==> config.mk <==
export PLATFORM = sky130hd
export DESIGN_NAME = complex_mult_axis
export DESIGN_NICKNAME = d
export VERILOG_FILES = /design/src/rtl/complex_mult_axis.sv
export SDC_FILE = /design/constraint.sdc
export NUM_CORES = 2
export LEC_CHECK = 0
export ABC_CLOCK_PERIOD_IN_PS = 9000
export BUFFER_PORTS_ARGS = -buffer_cell sky130_fd_sc_hd__buf_4
export CAP_MARGIN = 10
export CORE_ASPECT_RATIO = 0.7
export CORE_MARGIN = 4
export CORE_UTILIZATION = 60
export CTS_CLUSTER_SIZE = 12
export DETAILED_ROUTE_END_ITERATION = 10
export GPL_ROUTABILITY_DRIVEN = 0
export PLACE_DENSITY = 0.8
export SLEW_MARGIN = 20
export SYNTH_ARGS = -nofsm -noshare
export SYNTH_HDL_FRONTEND = slang
export SYNTH_SLANG_ARGS = --single-unit
==> constraint.sdc <==
create_clock -name clk -period 9 [get_ports clk]
set_input_delay 2.7 -clock clk [delete_from_list [all_inputs] [get_ports clk]]
set_output_delay 2.7 -clock clk [all_outputs]
set_load 0.005 [all_outputs]
==> src/rtl/complex_mult_axis.sv <==
// complex_mult_axis: streaming complex multiplier, valid/ready handshake,
// per-beat conjugate, round-half-up fixed-point scaling.
// Optional feature macro: CMULT_SAT_EN (defined: saturate outputs and raise
// sticky ovf; undefined: wrap to DW_OUT bits, ovf tied low).
// Latency: a beat accepted at edge N is presented after edge N+PIPE_NUM
// (one operand register plus PIPE_NUM result stages).
module complex_mult_axis #(
  parameter int unsigned DW_IN    = 16,
  parameter int unsigned DW_OUT   = 16,
  parameter int unsigned SHIFT    = 15,
  parameter int unsigned PIPE_NUM = 4
) (
  input  logic                     clk,
  input  logic                     rst_n,
  input  logic                     s_valid,
  output logic                     s_ready,
  input  logic signed [DW_IN-1:0]  s_a_re,
  input  logic signed [DW_IN-1:0]  s_a_im,
  input  logic signed [DW_IN-1:0]  s_b_re,
  input  logic signed [DW_IN-1:0]  s_b_im,
  input  logic                     s_conj,
  input  logic                     s_last,
  output logic                     m_valid,
  input  logic                     m_ready,
  output logic        [DW_OUT-1:0] m_re,
  output logic        [DW_OUT-1:0] m_im,
  output logic                     m_last,
  output logic                     ovf,
  input  logic                     ovf_clr
);

  localparam int unsigned PW = 2 * DW_IN;  // product width
  localparam int unsigned RW = PW + 2;     // sum width plus rounding headroom

  localparam logic        [RW-1:0] RND_ONE = RW'(1);
  localparam logic signed [RW-1:0] RND     = signed'((RND_ONE << SHIFT) >> 1);

  typedef struct packed {
    logic              v;
    logic [DW_OUT-1:0] re;
    logic [DW_OUT-1:0] im;
    logic              of;
    logic              last;
  } stage_t;

  logic adv;
  assign adv     = ~m_valid | m_ready;
  assign s_ready = adv;

  logic                    op_v;
  logic signed [DW_IN-1:0] op_a_re, op_a_im, op_b_re, op_b_im;
  logic                    op_conj, op_last;

  // Operand capture register; the whole pipeline advances together on adv
  always_ff @(posedge clk or negedge rst_n) begin
    if (!rst_n) begin
      op_v    <= 1'b0;
      op_a_re <= '0;
      op_a_im <= '0;
      op_b_re <= '0;
      op_b_im <= '0;
      op_conj <= 1'b0;
      op_last <= 1'b0;
    end else if (adv) begin
      op_v    <= s_valid;
      op_a_re <= s_a_re;
      op_a_im <= s_a_im;
      op_b_re <= s_b_re;
      op_b_im <= s_b_im;
      op_conj <= s_conj;
      op_last <= s_last;
    end
  end

  logic signed [PW-1:0] p_rr, p_ii, p_ri, p_ir;
  logic signed [RW-1:0] sum_re, sum_im, rnd_re, rnd_im, sh_re, sh_im;

  assign p_rr = PW'(op_a_re) * PW'(op_b_re);
  assign p_ii = PW'(op_a_im) * PW'(op_b_im);
  assign p_ri = PW'(op_a_re) * PW'(op_b_im);
  assign p_ir = PW'(op_a_im) * PW'(op_b_re);

  assign sum_re = op_conj ? (RW'(p_rr) + RW'(p_ii)) : (RW'(p_rr) - RW'(p_ii));
  assign sum_im = op_conj ? (RW'(p_ir) - RW'(p_ri)) : (RW'(p_ri) + RW'(p_ir));

  // RND is zero when SHIFT is zero, so no rounding is applied then
  assign rnd_re = sum_re + RND;
  assign rnd_im = sum_im + RND;
  assign sh_re  = rnd_re >>> SHIFT;
  assign sh_im  = rnd_im >>> SHIFT;

  logic [DW_OUT-1:0] nar_re, nar_im;
  logic              nar_of;

`ifdef CMULT_SAT_EN
  localparam logic [DW_OUT-1:0] SAT_MAX = {1'b0, {(DW_OUT-1){1'b1}}};
  localparam logic [DW_OUT-1:0] SAT_MIN = {1'b1, {(DW_OUT-1){1'b0}}};

  logic [RW-DW_OUT:0] hi_re, hi_im;
  logic               of_re, of_im;

  // Out of range when the bits above the output sign are not a pure sign extension
  assign hi_re  = sh_re[RW-1:DW_OUT-1];
  assign hi_im  = sh_im[RW-1:DW_OUT-1];
  assign of_re  = ~((&hi_re) | ~(|hi_re));
  assign of_im  = ~((&hi_im) | ~(|hi_im));
  assign nar_re = of_re ? (sh_re[RW-1] ? SAT_MIN : SAT_MAX) : sh_re[DW_OUT-1:0];
  assign nar_im = of_im ? (sh_im[RW-1] ? SAT_MIN : SAT_MAX) : sh_im[DW_OUT-1:0];
  assign nar_of = of_re | of_im;
`else
  assign nar_re = sh_re[DW_OUT-1:0];
  assign nar_im = sh_im[DW_OUT-1:0];
  assign nar_of = 1'b0;
`endif

  stage_t st [PIPE_NUM];

  // First result stage registers the narrowed product
  always_ff @(posedge clk or negedge rst_n) begin
    if (!rst_n) begin
      st[0] <= '0;
    end else if (adv) begin
      st[0] <= '{v: op_v, re: nar_re, im: nar_im, of: nar_of, last: op_last};
    end
  end

  // Remaining delay stages; bubbles shift through like beats
  for (genvar g = 1; g < PIPE_NUM; g++) begin : g_pipe
    always_ff @(posedge clk or negedge rst_n) begin
      if (!rst_n) begin
        st[g] <= '0;
      end else if (adv) begin
        st[g] <= st[g-1];
      end
    end
  end

  assign m_valid = st[PIPE_NUM-1].v;
  assign m_re    = st[PIPE_NUM-1].re;
  assign m_im    = st[PIPE_NUM-1].im;
  assign m_last  = st[PIPE_NUM-1].last;

`ifdef CMULT_SAT_EN
  // Sticky overflow, set only on a transferred beat; clear wins over set
  always_ff @(posedge clk or negedge rst_n) begin
    if (!rst_n) begin
      ovf <= 1'b0;
    end else if (ovf_clr) begin
      ovf <= 1'b0;
    end else if (m_valid && m_ready && st[PIPE_NUM-1].of) begin
      ovf <= 1'b1;
    end
  end
`else
  assign ovf = 1'b0;

  logic unused_wrap;
  assign unused_wrap = &{1'b0, ovf_clr, st[PIPE_NUM-1].of,
                         sh_re[RW-1:DW_OUT], sh_im[RW-1:DW_OUT]};
`endif

endmodule
==> qor.yml <==
cpLargestDelayFamily: "adder cells"
synth.top_cell.area_share_pct: 40.6
area_growth_pct: 18.3
outcome: "complete, but fails checks"
hold_class: "reg -> reg"
synth_seq_cells: 203
ios: 107
slew_headroom_pct: 32.4
netlist_area_sq_mm: 0.0505
worstSkewPairLatency_ps: 610
numCtsBuffers: 25
end_kind: "register"
slowest_stage: "fa_1"
worstHoldPathCells: 2
setup-violations-final: 7
ys_warn_count: 0
synth.avg_cell_area_sq_um: 8.72
grt_pass1_vias: 44375
path_max_fanout: 6
cts_tree: "done"
synth_fp_nets: 7269
synth_flop_cell: "dfrtp_1"
dp_hpwl_microns: 117000
grt_pass1_wl_microns: 236000
critPathLaunchType: "register"
rrSetupSlack_ps: -620
fmax_mhz: 104
setup_tns_ps: -2120
track_usage_pct: 33.4
rsz0062_at_grt: "true"
cp-endpoint: "st[122]"
postSynth.asyncResetShare_pct: 100
drc: 0
rr_worst_depth: 35
drive_above_1_share_pct: 17.8
dp_slack_ps: -1140
min_period_ps: 9620
synth.most_common_cell: "inv_1"
io_buffers: 104
postRouteAntennaNets: 0
cap_violations: 0
start_util_pct: 60.9
syn_inst: 5790
violations: "negative setup slack"
fin_ws_ps: -617
h-tree-depth: 1
post_drt_wl_per_cell_microns: 19.9
critPathKind: "reg -> reg"
gr-total-overflow: 0
cp.arrival_ps: 10110
n_antenna_cell: 0
max_stage_delay_ps: 540
synthTopCellsByArea: "fa_1 41%, dfrtp_1 10%, ha_1 9.5%"
max_slew.worst_pin.slew_ps: 1010
coreArea_sq_mm: 0.0829
hold_viol: 0
fillers: 5479
crit_cells: 35
antenna_found_initial: 4
synth_top_cell_by_area: "fa_1"
fin_nets: 7830
yosys.cell_types.count: 84
drt_iter0_markers: 4133
routed-via-count: 42179
grt_max_degree: 102
die_area_sq_mm: 0.0889
dieWidth_microns: 355
synth_edf_count: 0
finalMaxSlewViolations: 0
drt_pass1_iterations: 7
viasPerCell: 5.63
wl_microns: 149000
yosysSeqAreaShare_pct: 10.1
rr_startpoint: "op_b_im[4]"
clock-sinks: 203
path_buf_inv: 5
cts.clk_slew.worst_paths_ps: 80
skew_ps: 45.1
die_y_microns: 251
fin_crit_sh_pct: 107
cts.path.max_buffers: 3
r2r_end: "st[122]"
critPathRequiredTime_ps: 9490
rows: 88
cts_root_buf: "clkbuf_16"
timing.critical_path.from: "op_b_im[4]"
yosys-top-cells-count: "1182 x inv_1, 1151 x nand2_1, 1024 x fa_1"
-- layout make-up --
cell class                      count  area (sq um)  area share (%)
Multi-Input combinational cell   4109         41100            68.8
Clock inverter                     10          91.3           0.153
Tap cell                         1125          1410            2.36
Sequential cell                   203          5110            8.55
Clock buffer                       31           678            1.14
Inverter                         1183          4450            7.45
Timing Repair Buffer              829          6890            11.5
-- registers in the layout, summed over array words and instances (netlist names) --
| name | flops |
|---|---|
| op_conj | 1 |
| op_a_im | 16 |
| op_b_re | 16 |
| st | 102 |
| m_im | 16 |
| op_b_im | 16 |
| m_re | 16 |
| op_last | 1 |
| m_valid | 1 |
| op_a_re | 16 |
| m_last | 1 |
| op_v | 1 |
-- metrics by stage --
step | instance area, sq um | cells | utilization (%) | hold WS (ps)
floorplan | 50700 | 5790 | - | 430
global placement | 57000 | 7386 | 68.7 | 444
detailed placement | 57000 | 7386 | 68.7 | 455
CTS | 58500 | 7451 | 70.5 | 469
global route | 59700 | 7490 | 72.0 | 485
finish | 59700 | 7490 | 72.0 | 463
-- cell usage in the layout, fill, tap and decap left out, types with 21 or more instances in the layout --
| cell type | synthesis | routed |
|---|---|---|
| nor2_1 | 143 | 131 |
| a21oi_1 | 144 | 115 |
| a21o_1 | 45 | 44 |
| buf_4 | 33 | 749 |
| dfrtp_2 | 0 | 21 |
| buf_12 | 0 | 41 |
| nand2b_1 | 59 | 59 |
| inv_1 | 1182 | 1172 |
| a31oi_1 | 27 | 22 |
| a21oi_2 | 1 | 26 |
| xor2_1 | 75 | 69 |
| buf_6 | 1 | 35 |
| o21ai_0 | 95 | 71 |
| xnor2_1 | 187 | 171 |
| o21a_1 | 24 | 23 |
| and2_1 | 435 | 424 |
| o21ai_1 | 6 | 23 |
| nor3_1 | 36 | 27 |
| fa_1 | 1024 | 1013 |
| clkbuf_16 | 0 | 25 |
| nand2_1 | 1151 | 1146 |
| dfrtp_1 | 203 | 182 |
| nand3_1 | 39 | 30 |
| ha_1 | 384 | 354 |
| ha_4 | 0 | 23 |
-- layer usage --
metal	wire length, microns	global-route usage [%]
met1	56800	45.4
met5	42	0
met4	8900	15.0
met3	19200	10.2
met2	64400	49.8
-- cell families after synthesis --
kind of cell    Yosys count  synth area share, %
compound gates          463                 5.86
buf+inv                1478                 11.3
other cells               1              0.00743
flops                   203                 10.1
fa+ha+maj              1408                 50.1
simple gates           1967                 17.9
xor+xnor                264                 4.63
mux                       6                0.136
-- how the worst min path moves through the flow --
stage	from	endpoint	slack, ps
2_1_floorplan	st[69]	st[69]	430
3_3_place_gp	st[69]	st[69]	440
3_5_place_dp	st[70]	st[70]	450
4_1_cts	st[103]	st[103]	470
5_1_grt	m_re[15]	m_re[15]	480
6_report	st[87]	st[87]	460
-- worst reg2reg max path: cells and delay by family (launching register included) --
kind | cells | cell delay [ps]
adder cells (fa/ha/maj) | 8 | 3290
AO/OA/AOI/OAI | 8 | 1470
flip-flops | 1 | 420
XOR/XNOR | 4 | 830
AND/OR/NAND/NOR | 9 | 2680
multiplexers | 1 | 260
buffers and inverters | 5 | 540
-- timing repair --
item	4_1_cts	5_1_grt
setup endpoints to repair	15	17
pin swaps	27	90
resized for setup	110	210
hold buffers	0	0
buffers inserted	24	41
Power is left out: the tool's default activity adds up to more than one toggle a clock period on the data nets, which glitch-free logic cannot reach.
